--- src/rtl/audio_serial_tx_pkg.sv ---
// Shared types for the audio transmit serializer: sample and left/right pair.
package audio_tx_pkg;

  localparam int SAMPLE_W = 24;
  localparam int SLOT_W   = 32;

  typedef logic signed [SAMPLE_W-1:0] sample_t;

  typedef struct packed {
    sample_t left;
    sample_t right;
  } sample_pair_t;

endpackage

--- src/rtl/audio_serial_tx_if.sv ---
// Sample-pair write port (valid/ready style) between a producer and audio_serial_tx.
interface audio_tx_if;
  import audio_tx_pkg::*;

  logic    write;
  sample_t writedata_left;
  sample_t writedata_right;
  logic    write_ready;

  modport master (output write, writedata_left, writedata_right, input write_ready);
  modport slave  (input write, writedata_left, writedata_right, output write_ready);

endinterface

--- src/rtl/audio_serial_tx_fifo.sv ---
// Small synchronous FIFO of left/right sample pairs with registered pointers.
module tx_pair_fifo
  import audio_tx_pkg::*;
#(
  parameter int FIFO_DEPTH = 4
) (
  input  logic         clk,
  input  logic         reset_n,
  input  logic         push,
  input  logic         pop,
  input  sample_pair_t din,
  output sample_pair_t dout,
  output logic         full,
  output logic         empty
);

  localparam int AW = $clog2(FIFO_DEPTH);

  sample_pair_t   mem [FIFO_DEPTH];
  logic [AW:0]    wr_ptr;
  logic [AW:0]    rd_ptr;
  logic           do_push;
  logic           do_pop;

  // Extra pointer MSB distinguishes full from empty when the indices match.
  assign full    = (wr_ptr[AW] != rd_ptr[AW]) && (wr_ptr[AW-1:0] == rd_ptr[AW-1:0]);
  assign empty   = (wr_ptr == rd_ptr);
  assign dout    = mem[rd_ptr[AW-1:0]];
  assign do_push = push && !full;
  assign do_pop  = pop && !empty;

  always_ff @(posedge clk or negedge reset_n) begin
    if (!reset_n) begin
      wr_ptr <= '0;
      rd_ptr <= '0;
    end else begin
      if (do_push) wr_ptr <= wr_ptr + (AW+1)'(1);
      if (do_pop)  rd_ptr <= rd_ptr + (AW+1)'(1);
    end
  end

  always_ff @(posedge clk) begin
    if (do_push) mem[wr_ptr[AW-1:0]] <= din;
  end

endmodule

--- src/rtl/audio_serial_tx.sv ---
// I2S transmit serializer: FIFO-buffered sample pairs shifted out MSB-first on bclk/lrclk/dacdat.
// Optional AUDIO_TX_HOLD_LAST_EN: on underflow retransmit the last pair instead of zeros.
module audio_serial_tx
  import audio_tx_pkg::*;
#(
  parameter int SAMPLE_W   = audio_tx_pkg::SAMPLE_W,
  parameter int SLOT_W     = audio_tx_pkg::SLOT_W,
  parameter int BCLK_DIV   = 8,
  parameter int FIFO_DEPTH = 4
) (
  input  logic       clk,
  input  logic       reset_n,
  audio_tx_if.slave  wr,
  output logic       bclk,
  output logic       lrclk,
  output logic       dacdat,
  output logic       underflow
);

  localparam int DIV_W = $clog2(BCLK_DIV);
  localparam int BIT_W = $clog2(2*SLOT_W);

  logic [DIV_W-1:0]    div_cnt;
  logic [BIT_W-1:0]    bit_cnt;
  logic [BIT_W-1:0]    bit_nxt;
  logic [BIT_W-1:0]    slot_pos;
  logic                div_tc;
  logic                fall;
  logic                right_nxt;
  logic                data_bit;
  logic                fetch;
  logic [SAMPLE_W-1:0] sh_l;
  logic [SAMPLE_W-1:0] sh_r;

  sample_pair_t        fifo_din;
  sample_pair_t        fifo_dout;
  sample_pair_t        fill;
  sample_pair_t        src;
  logic                fifo_full;
  logic                fifo_empty;

  assign fifo_din       = '{left: wr.writedata_left, right: wr.writedata_right};
  assign wr.write_ready = !fifo_full;

  tx_pair_fifo #(.FIFO_DEPTH(FIFO_DEPTH)) u_fifo (
    .clk     (clk),
    .reset_n (reset_n),
    .push    (wr.write),
    .pop     (fetch),
    .din     (fifo_din),
    .dout    (fifo_dout),
    .full    (fifo_full),
    .empty   (fifo_empty)
  );

  assign div_tc    = (div_cnt == DIV_W'(BCLK_DIV-1));
  assign fall      = div_tc && bclk;
  assign bit_nxt   = (bit_cnt == BIT_W'(2*SLOT_W-1)) ? '0 : bit_cnt + BIT_W'(1);
  assign right_nxt = (bit_nxt >= BIT_W'(SLOT_W));
  assign slot_pos  = right_nxt ? bit_nxt - BIT_W'(SLOT_W) : bit_nxt;
  // slot_pos 0 is the I2S one-bit delay; sample bits occupy positions 1..SAMPLE_W.
  assign data_bit  = (slot_pos != '0) && (slot_pos <= BIT_W'(SAMPLE_W));
  assign fetch     = fall && (bit_nxt == '0);

`ifdef AUDIO_TX_HOLD_LAST_EN
  sample_pair_t held;

  always_ff @(posedge clk or negedge reset_n) begin
    if (!reset_n) begin
      held <= '0;
    end else if (fetch && !fifo_empty) begin
      held <= fifo_dout;
    end
  end

  assign fill = held;
`else
  assign fill = '0;
`endif

  assign src = fifo_empty ? fill : fifo_dout;

  always_ff @(posedge clk or negedge reset_n) begin
    if (!reset_n) begin
      div_cnt   <= '0;
      bclk      <= 1'b0;
      bit_cnt   <= BIT_W'(2*SLOT_W-1);
      lrclk     <= 1'b0;
      dacdat    <= 1'b0;
      underflow <= 1'b0;
      sh_l      <= '0;
      sh_r      <= '0;
    end else begin
      underflow <= fetch && fifo_empty;
      div_cnt   <= div_tc ? '0 : div_cnt + DIV_W'(1);
      if (div_tc) bclk <= !bclk;
      if (fall) begin
        bit_cnt <= bit_nxt;
        lrclk   <= right_nxt;
        if (fetch) begin
          dacdat <= 1'b0;
          sh_l   <= src.left;
          sh_r   <= src.right;
        end else if (data_bit && right_nxt) begin
          dacdat <= sh_r[SAMPLE_W-1];
          sh_r   <= sh_r << 1;
        end else if (data_bit) begin
          dacdat <= sh_l[SAMPLE_W-1];
          sh_l   <= sh_l << 1;
        end else begin
          dacdat <= 1'b0;
        end
      end
    end
  end

endmodule

--- src/flat_wrapper.sv ---
// flat-port wrapper written by rule: the top's interface ports become plain ports
module audio_serial_tx_flat import audio_tx_pkg::*;
#(
  parameter int SAMPLE_W   = audio_tx_pkg::SAMPLE_W,
  parameter int SLOT_W     = audio_tx_pkg::SLOT_W,
  parameter int BCLK_DIV   = 8,
  parameter int FIFO_DEPTH = 4
)
  (clk, reset_n, bclk, lrclk, dacdat, underflow, wr_write, wr_writedata_left, wr_writedata_right, wr_write_ready);
  audio_tx_if wr_i ();
  input  logic clk;
  input  logic reset_n;
  output logic bclk;
  output logic lrclk;
  output logic dacdat;
  output logic underflow;
  input wire logic [$bits(wr_i.write)-1:0] wr_write;
  input wire logic [$bits(wr_i.writedata_left)-1:0] wr_writedata_left;
  input wire logic [$bits(wr_i.writedata_right)-1:0] wr_writedata_right;
  output wire logic [$bits(wr_i.write_ready)-1:0] wr_write_ready;
  assign wr_i.write = wr_write;
  assign wr_i.writedata_left = wr_writedata_left;
  assign wr_i.writedata_right = wr_writedata_right;
  assign wr_write_ready = wr_i.write_ready;
  audio_serial_tx #(.SAMPLE_W(SAMPLE_W), .SLOT_W(SLOT_W), .BCLK_DIV(BCLK_DIV), .FIFO_DEPTH(FIFO_DEPTH)) u_core (.clk(clk), .reset_n(reset_n), .wr(wr_i), .bclk(bclk), .lrclk(lrclk), .dacdat(dacdat), .underflow(underflow));
endmodule
--- config.mk ---
export PLATFORM = sky130hd
export DESIGN_NAME = audio_serial_tx_flat
export DESIGN_NICKNAME = d
export VERILOG_FILES = /design/src/rtl/audio_serial_tx_pkg.sv /design/src/rtl/audio_serial_tx_if.sv /design/src/rtl/audio_serial_tx_fifo.sv /design/src/rtl/audio_serial_tx.sv /design/src/flat_wrapper.sv
export SDC_FILE = /design/constraint.sdc
export NUM_CORES = 1
export LEC_CHECK = 0
export ABC_AREA = 1
export CELL_PAD_IN_SITES_DETAIL_PLACEMENT = 1
export CELL_PAD_IN_SITES_GLOBAL_PLACEMENT = 2
export CORE_UTILIZATION = 38
export CTS_BUF_LIST = sky130_fd_sc_hd__clkbuf_2
export CTS_CLUSTER_DIAMETER = 80
export DETAILED_ROUTE_END_ITERATION = 10
export PLACE_DENSITY = 0.84
export SLEW_MARGIN = 20
export SYNTH_ARGS = -nofsm -noshare
export SYNTH_HDL_FRONTEND = slang
export SYNTH_SLANG_ARGS = --single-unit
--- constraint.sdc ---
create_clock -name clk -period 3.3 [get_ports clk]
set_clock_uncertainty 0.1 [all_clocks]
set_input_delay 0.66 -clock clk [delete_from_list [all_inputs] [get_ports clk]]
set_output_delay 0.66 -clock clk [all_outputs]
set_load 0.02 [all_outputs]
==> impl_metrics.csv, run 1 <==
group,metric,value,unit
logic_synthesis,synth_fp_nets,1006,
cts,clk_path_buf_depth,3,
detailed_routing,drtIter0Drc,329,
power,leakagePower,4.941,nW
power,p_switching,2.018,mW
critical_path,cp_max_fo,30,
placed_design,place_congestion,0.7314,
logic_synthesis,yosysSeqAreaShare,70.12,%
logic_synthesis,synth.avg_cell_area,11.23,sq um
detailed_routing,drt_first_pass_iters,4,
cts,root_buffer,"clkbuf_2",
timing,finalSetupTns,0,ns
critical_path,timing.critical_path.to,"wr_write_ready",
power,p_seq_share,56.2,%
power,worst_ir_drop_vdd,0.3367,mV
global_route,grt_max_degree,68,
layout,syn_to_final_growth,15.85,%
floorplanning,ios,56,
cts,clock-sinks,259,
layout,final_cell_mix,"nand2_1 (225), edfxtp_1 (192), o21ai_0 (109)",
global_route,antenna_found_initial,1,
power,powerDensity,600.2,nW/um^2
timing,worstMarginPinSlew,0.9556,ns
floorplanning,fp.dieH,169.2,um
floorplanning,rows,60,
timing,setup_violations,0,
detailed_routing,post_drt_wl_per_cell,16.87,um
logic_synthesis,yosys_warnings,0,
power,p_comb_share,11.9,%
cts,cts_buffers,67,
logic_synthesis,syn_inst,946,
logic_synthesis,yosys.area.top_type_share,54.27,%
cts,cts.htree.levels,3,
critical_path,r2r-end,"u_core.sh_r[21]$_DFFE_PN0P_",
critical_path,path_cells,"xnor2_2, nand3b_1, clkdlybuf4s50_1",
hold_path,hold_class,"flip-flop to flip-flop",
logic_synthesis,ys_ff_latch,259,
global_route,grt_pass1_vias,7795,
global_route,overflow,0,
logic_synthesis,yosysUniqueCellTypes,28,
power,p_sw_share,27.31,%
logic_synthesis,yosys-top-cells-area,"edfxtp_1 (54%), dfrtp_1 (14%), nand2_1 (7.9%)",
detailed_routing,remaining_drc_errors,0,
timing,max_freq,0.3193,GHz
floorplanning,initial_core_util,39.09,%
timing,period_minus_slack,3.132,ns
placed_design,portBuffers,55,
logic_synthesis,syn-cell-area,10620,sq um
cts,clkLatencyLatePin,0.82,ns
placed_design,dpl.hpwl,14310,um
timing,worst_hold_slack,0.3443,ns
detailed_routing,ant_nets,0,
detailed_routing,drt-total-wl,24620,um
detailed_routing,detail_route.vias_per_cell,5.012,
timing,maxSlewHeadroom,36.30,%
cts,post_cts_buffers,0,
global_route,grt_pass1_wl,39960,um
floorplanning,die-area,28630,sq um
critical_path,crit_buf_inv,1,
timing,hold_viol,0,
global_route,grt_use_total,18.00,%
critical_path,max_stage_delay,0.63,ns
floorplanning,die_w,169.2,um
critical_path,setup.worst_path.start,"u_core.u_fifo.rd_ptr[0]$_DFFE_PN0P_",
power,total_power,7.388,mW
power,power.internal,5.370,mW
layout,layoutNonFillerInstCount,1459,
critical_path,end_kind,"output port",
layout,fin_util,45.29,%
critical_path,worst_r2r_path_depth,12,
detailed_routing,num_vias,7313,
timing,fin_crit_sh,94.91,%
critical_path,reg2reg_slack,0.78,ns
cts,clk_pin_slew,0.10,ns
power,p_clk_share,31.9,%
layout,fin_nets,1094,
timing,rsz0062_at_grt,"false",
critical_path,cp.depth,3,
critical_path,r2r-start,"u_core.div_cnt[0]$_DFF_PN0_",
flow_run,drv_cap,0,
outcome,status,"completed",
layout,drive_gt1_share,14.83,%
placed_design,placedCellCount,1336,
floorplanning,core-area,27180,sq um
logic_synthesis,yosys.area.top_type,"edfxtp_1",
critical_path,worstPathRequired,2.54,ns
layout,layout_commonest_cell,"nand2_1",
critical_path,worstPathArrival,2.37,ns
critical_path,cp-start-kind,"flip-flop",
cts,cts_tree,"built",
critical_path,critPathSlowestCell,"dfrtp_4",
timing,slew_violations,0,
critical_path,path_delay_family,"flip-flops",
critical_path,critical_path_class,"flip-flop to output port",
==> worst reg2reg max path: cells and delay by family, from the launching register on <==
family | cells | cell delay, ns
AND/OR/NAND/NOR | 7 | 0.84
buffers and inverters | 2 | 0.53
AO/OA/AOI/OAI | 1 | 0.09
adder cells (fa/ha/maj) | 2 | 0.45
flip-flops | 1 | 0.40
==> power by group through the flow <==
stage	combinational (mW)	clock (mW)	sequential (mW)
2_1_floorplan	0.441	0	4.21
3_3_place_gp	0.876	0	4.20
3_5_place_dp	0.900	0	4.22
4_1_cts	0.904	2.46	4.15
5_1_grt	0.971	2.59	4.19
6_report	0.880	2.36	4.15
==> layout make-up <==
class,count,area (sq um)
flip-flops and latches,259,7453
repair buffers,78,773.2
fillers,3034,14870
multi-input cells,610,2878
clock inverters,14,132.6
diodes,1,2.502
clock buffers,107,535.5
well taps,372,465.4
inverters,18,67.56
==> through the flow <==
step / worst slack (ns) / cell area, sq um
after floorplan: -0.3894 / 10630
after global placement: 0.7925 / 11610
after detailed placement: 0.7586 / 11610
after CTS: 0.009134 / 12290
after global routing: 0.03796 / 12310
final: 0.1681 / 12310
==> synth_stat cells (all sizes together) <==
| master | number |
|---|---|
| a21oi | 1 |
| o22ai | 48 |
| nand3b | 2 |
| xnor2 | 3 |
| clkbuf | 32 |
| o21ai | 148 |
| o21a | 1 |
| xor2 | 3 |
| edfxtp | 192 |
| nor2 | 109 |
| nand4 | 2 |
| clkinv | 1 |
| nand2 | 228 |
| nand3 | 56 |
| dfstp | 6 |
| dfrtp | 61 |
| ha | 9 |
| buf | 27 |
| inv | 17 |
==> registers in the layout (all words and copies together), names as in the netlist <==
name                  count
u_core.u_fifo.wr_ptr      3
u_core.u_fifo.mem       192
u_core.sh_l              24
u_core.underflow          1
u_core.dacdat             1
u_core.div_cnt            3
u_core.bit_cnt            6
u_core.bclk               1
u_core.u_fifo.rd_ptr      3
u_core.lrclk              1
u_core.sh_r              24
==> metal layers <==
layer  vias to the layer above  global-route usage (%)  share of wire [%]
met2                       116                   30.76                 50
li1                       3532                       -                  -
met3                        47                   3.078                3.4
met4                         0                   7.756                2.1
met1                      3618                   22.54                 45
met5                         -                       0                  0
==> repair_timing <==
item | 4_1_cts | 5_1_grt
gates resized for setup | 1 | 2
hold buffers | 1 | 0
hold endpoints to repair | 61 | 0
endpoints found under the setup margin | 1 | 1
==> cell families (layout without fill, tap and decap cells) <==
kind of cell    count (synthesis)  count (layout)  share of synthesized area [%]
simple gates                  397             397                          15.06
buf+inv                        77             217                          3.309
xor+xnor                        6               6                         0.4947
flops                         259             259                          70.12
fa+ha+maj                       9               9                          1.060
other cells                     0               1                              0
compound gates                198             198                          9.952
==> worst min-delay path by stage <==
stage,start,endpoint,cells after the start
finish,u_core.div_cnt[0]$_DFF_PN0_,u_core.div_cnt[0]$_DFF_PN0_,1
CTS,wr_writedata_right[15],u_core.u_fifo.mem[3][15]$_DFFE_PP_,1
global route,wr_writedata_right[15],u_core.u_fifo.mem[3][15]$_DFFE_PP_,1
global placement,u_core.div_cnt[0]$_DFF_PN0_,u_core.div_cnt[0]$_DFF_PN0_,1
detailed placement,u_core.div_cnt[0]$_DFF_PN0_,u_core.div_cnt[0]$_DFF_PN0_,1
floorplan,reset_n,u_core.bclk$_DFFE_PN0P_,0
No activity file was read; power rests on OpenSTA's default activity.
==> run 2, diff against run 1 <==
ABC_CLOCK_PERIOD_IN_PS = 3300   (was default)
==> results of run 2 <==
Same layout as run 1: the final DEF is identical, and so are final timing and power.
==> run 3, diff against run 2 <==
PLACE_DENSITY = default   (was 0.84)
PLACE_DENSITY_LB_ADDON = 0.1   (was default)
SETUP_SLACK_MARGIN = 0.5   (was default)
TNS_END_PERCENT = 1   (was default)
==> impl_metrics.csv, run 3 (synthesized netlist as in run 1, its figures left out) <==
group,metric,value,unit
power,p_comb_share,12.1,%
critical_path,cp.depth,3,
layout,fin_nets,1099,
flow_run,drv_cap,0,
layout,seq_area,7451,sq um
timing,hold_viol,0,
cts,clk_path_buf_depth,3,
global_route,grt_max_degree,91,
power,p_seq_share,56.5,%
cts,cts.htree.levels,3,
power,power.internal,5.284,mW
layout,fillers,3011,
critical_path,worstPathRequired,2.54,ns
critical_path,path_cells,"xnor2_2, nand3b_1, clkdlybuf4s15_1",
cts,clk_pin_slew,0.11,ns
layout,multi_input_area,2885,sq um
detailed_routing,remaining_drc_errors,0,
layout,final_cell_mix,"nand2_1 (225), edfxtp_1 (192), o21ai_0 (109)",
critical_path,worstPathArrival,1.85,ns
floorplanning,core-area,27180,sq um
floorplanning,ios,56,
placed_design,portBuffers,55,
floorplanning,rows,60,
floorplanning,die-area,28630,sq um
floorplanning,fp.dieH,169.2,um
timing,finalSetupTns,0,ns
critical_path,r2r-end,"u_core.u_fifo.rd_ptr[2]$_DFFE_PN0P_",
detailed_routing,ant_nets,0,
global_route,grt_pass1_vias,7900,
timing,rsz0062_at_grt,"true",
critical_path,crit_buf_inv,1,
critical_path,end_kind,"output port",
cts,cts_tree,"built",
global_route,antenna_found_initial,1,
power,powerDensity,595.7,nW/um^2
power,leakagePower,4.946,nW
critical_path,reg2reg_slack,0.78,ns
global_route,overflow,0,
detailed_routing,drt_first_pass_iters,4,
floorplanning,die_w,169.2,um
detailed_routing,drt-total-wl,25130,um
floorplanning,initial_core_util,39.09,%
critical_path,r2r-start,"u_core.div_cnt[0]$_DFF_PN0_",
detailed_routing,drtIter0Drc,327,
detailed_routing,detail_route.vias_per_cell,5.008,
layout,largest_reg_flops,192,
hold_path,hold_class,"input pin to async pin",
power,p_clk_share,31.4,%
timing,period_minus_slack,2.612,ns
global_route,grt_use_total,18.64,%
cts,cts_buffers,70,
cts,clkLatencyLatePin,0.80,ns
cts,root_buffer,"clkbuf_2",
detailed_routing,post_drt_wl_per_cell,17.19,um
power,p_switching,2.056,mW
layout,layout_commonest_cell,"nand2_1",
layout,syn_to_final_growth,15.98,%
critical_path,cp_max_fo,4,
global_route,grt_pass1_wl,41060,um
timing,fin_crit_sh,79.16,%
critical_path,worst_r2r_path_depth,12,
timing,worst_hold_slack,0.3296,ns
power,worst_ir_drop_vdd,0.3304,mV
detailed_routing,num_vias,7321,
timing,worstMarginPinSlew,0.9726,ns
timing,setup_violations,0,
placed_design,place_congestion,0.7050,
timing,maxSlewHeadroom,35.16,%
placed_design,dpl.hpwl,13620,um
outcome,status,"completed",
cts,clock-sinks,259,
critical_path,critPathSlowestCell,"dfrtp_1",
critical_path,critical_path_class,"flip-flop to output port",
layout,drive_gt1_share,14.88,%
timing,max_freq,0.3828,GHz
critical_path,cp-start-kind,"flip-flop",
timing,slew_violations,0,
critical_path,max_stage_delay,0.46,ns
power,p_sw_share,28.01,%
critical_path,path_delay_family,"flip-flops",
==> run 3: power by group through the flow <==
stage	clock (mW)	sequential, mW	combinational, mW
3_3_place_gp	0	4.20	0.896
4_1_cts	2.43	4.14	0.920
3_5_place_dp	0	4.21	0.912
6_report	2.31	4.14	0.890
2_1_floorplan	0	4.20	0.454
5_1_grt	2.55	4.18	0.988
==> run 3: what timing repair did <==
action,in CTS,in global routing
endpoints found under the hold margin,39,0
pin swaps,0,0
resized for setup,4,2
hold buffers,1,0
setup buffers,1,0
endpoints found under the setup margin,1,8
==> run 3: how the worst max path moves through the flow <==
| stage | startpoint | endpoint |
|---|---|---|
| after global placement | wr_write | u_core.u_fifo.mem[3][6]$_DFFE_PP_ |
| after floorplan | u_core.u_fifo.rd_ptr[0]$_DFFE_PN0P_ | u_core.u_fifo.mem[0][0]$_DFFE_PP_ |
| final | u_core.u_fifo.wr_ptr[1]$_DFFE_PN0P_ | wr_write_ready |
| after CTS | u_core.u_fifo.rd_ptr[2]$_DFFE_PN0P_ | wr_write_ready |
| after global routing | u_core.div_cnt[0]$_DFF_PN0_ | u_core.sh_l[12]$_DFFE_PN0P_ |
| after detailed placement | wr_write | u_core.u_fifo.mem[3][6]$_DFFE_PP_ |
==> run 3: layer usage <==
layer	vias up	GRT usage, %	wire length (um)
li1	3528	-	-
met1	3627	23.28	11310
met2	121	31.96	12390
met3	45	3.685	942
met4	0	7.090	489
met5	-	0	0
==> run 3: worst register-to-register path: stages, from the launching register on <==
cell	delay, ns
dfrtp_1	0.37
ha_1	0.15
ha_1	0.21
nand2_2	0.16
inv_2	0.20
nand3_1	0.13
nor2_1	0.20
nand2_4	0.23
buf_6	0.27
nor2_4	0.19
nand2_1	0.07
nand2_1	0.06
nand2_1	0.05
==> run 3: final cells by class <==
class / count / share of cell area [%]
Antenna cell: 1 / 0.02031
Timing Repair Buffer: 80 / 6.529
Tap cell: 372 / 3.777
Clock buffer: 106 / 4.305
Sequential cell: 259 / 60.47
Inverter: 18 / 0.5483
Clock inverter: 16 / 0.9342
Multi-Input combinational cell: 610 / 23.42
==> run 3: per-stage QoR <==
stage / setup slack [ns] / instances / power [mW] / cell area, sq um / utilization, %
after floorplan: 0.3504 / 946 / 4.651 / 10640 / -
after global placement: 0.7673 / 1337 / 5.093 / 11630 / 42.79
after detailed placement: 0.7385 / 1337 / 5.126 / 11630 / 42.79
after CTS: 0.5173 / 1461 / 7.493 / 12310 / 45.29
after global routing: 0.4809 / 1462 / 7.721 / 12320 / 45.34
final: 0.6877 / 1462 / 7.340 / 12320 / 45.34
==> patch, RTL diff (settings of run 2) <==
Add a define of `AUDIO_TX_HOLD_LAST_EN`.
--- a/src/rtl/audio_serial_tx.sv
+++ b/src/rtl/audio_serial_tx.sv
@@ -1,5 +1,7 @@
 // I2S transmit serializer: FIFO-buffered sample pairs shifted out MSB-first on bclk/lrclk/dacdat.
 // Optional AUDIO_TX_HOLD_LAST_EN: on underflow retransmit the last pair instead of zeros.
+`define AUDIO_TX_HOLD_LAST_EN
+
 module audio_serial_tx
   import audio_tx_pkg::*;
 #(
Formal check against the unedited RTL: same outputs for any inputs over 10 cycles, from zero or initial values and one cycle with reset_n low; that may be too few to reach the edited logic, so the function may still have changed.
==> patch against run 2 <==
- power up 22%
- cell area rose by 28%
- wire length rose by 46%
- first-iteration DRC count rose by 90%
- worst setup slack improved by 0.0014 ns
- synthesized area grew 29%
- global-route usage increased by 2.6 points
- worst hold slack worse by 0.17 ns
- sequential cell count rose by 48
- non-clock buffer count is 23 higher
- sequential power is 14% higher
- fmax is essentially flat
- critical path type unchanged
- largest cell class unchanged
- highest routed layer unchanged
==> patch: results (changes against run 2) <==
Parameter                              Value

Drt
  Routed wirelength normalized by instance count    17.3 µm (was 16.9 µm)
  Via density per instance    4.97 (was 5.01)
  Drt first-iter violations    624 (was 329)

Synthesis
  Total of flip-flops plus latches after synthesis    307 (was 259)
  Async S/R FF share, synth    0.375 (was 0.259)
  Synth unique cells    33 (was 28)

Worst setup path
  Register-to-register setup slack    0.41 ns (was 0.78 ns)
  Largest fanout of any net on the critical path    4 (was 30)
  Worst reg2reg path endpoint    u_core.fill[43] (was u_core.sh_r[21])

Place
  Worst slack at placement    0.0655 ns (was 0.759 ns)
  Cell count after placement    1,925 (was 1,336)
  Placed inst area    15,000 µm² (was 11,600 µm²)
  Placed wire-length estimate    22.1 mm (was 14.3 mm)
  Routability Congestion    0.762 (was 0.731)

Timing
  Final hold slack    0.179 ns (was 0.344 ns)

Finish
  Flip-flop and latch share of the layout cell area    0.549 (was 0.606)
  Fillers    4,129 (was 3,034)
  Count of buffers not belonging to the clock network in the layout    101 (was 78)
  Multi-In Gates    991 (was 610)
  Multi-input gate area    4490 µm² (was 2880 µm²)
  Clock network area share    0.0487 (was 0.0543)

Global routing
  Wire length of the first global-routing pass    58.7 mm (was 40.0 mm)
  Vias in the first global route    10,900 (was 7,795)
  Global-route usage over all layers    0.206 (was 0.180)

Clock network
  Clock latency of the later-clocked register in the worst-skew pair    0.92 ns (was 0.82 ns)

Status
  Outcome    complete, no violations (unchanged)
patch: worst max-delay path, cell delays in order, from the launching register on:
cell and delay [ns]:
dfrtp_1 0.49, xnor2_2 0.26, nand3b_1 0.17, clkdlybuf4s50_1 0.58
patch: power breakdown:
group          switching [mW]  total [mW]  internal, mW  leakage [nW]
clock network            1.61        2.73          1.13         0.581
registers               0.120        4.74          4.62          3.33
logic                    1.14        1.55         0.409          3.07
patch: cell families (layout without fill, tap and decap cells):
kind of cell	after synthesis	after routing	synth area share
AND/OR/NAND/NOR	821	821	0.244
XOR/XNOR	8	8	0.00510
AO/OA/AOI/OAI	153	153	0.0645
adder cells (fa/ha/maj)	9	9	0.00819
buffers and inverters	157	315	0.0494
other	0	1	0
flip-flops	307	307	0.629
patch: timing repair:
action	CTS	global route
endpoints found under the hold margin	51	0
setup endpoints to repair	1	0
hold buffers	1	0
resized for setup	1	0
patch: routing by layer:
metal  global-route usage  wire length (µm)
met2                0.323             16700
met4               0.0666               529
met3               0.0418              1680
met5                    0                 0
met1                0.284             17000
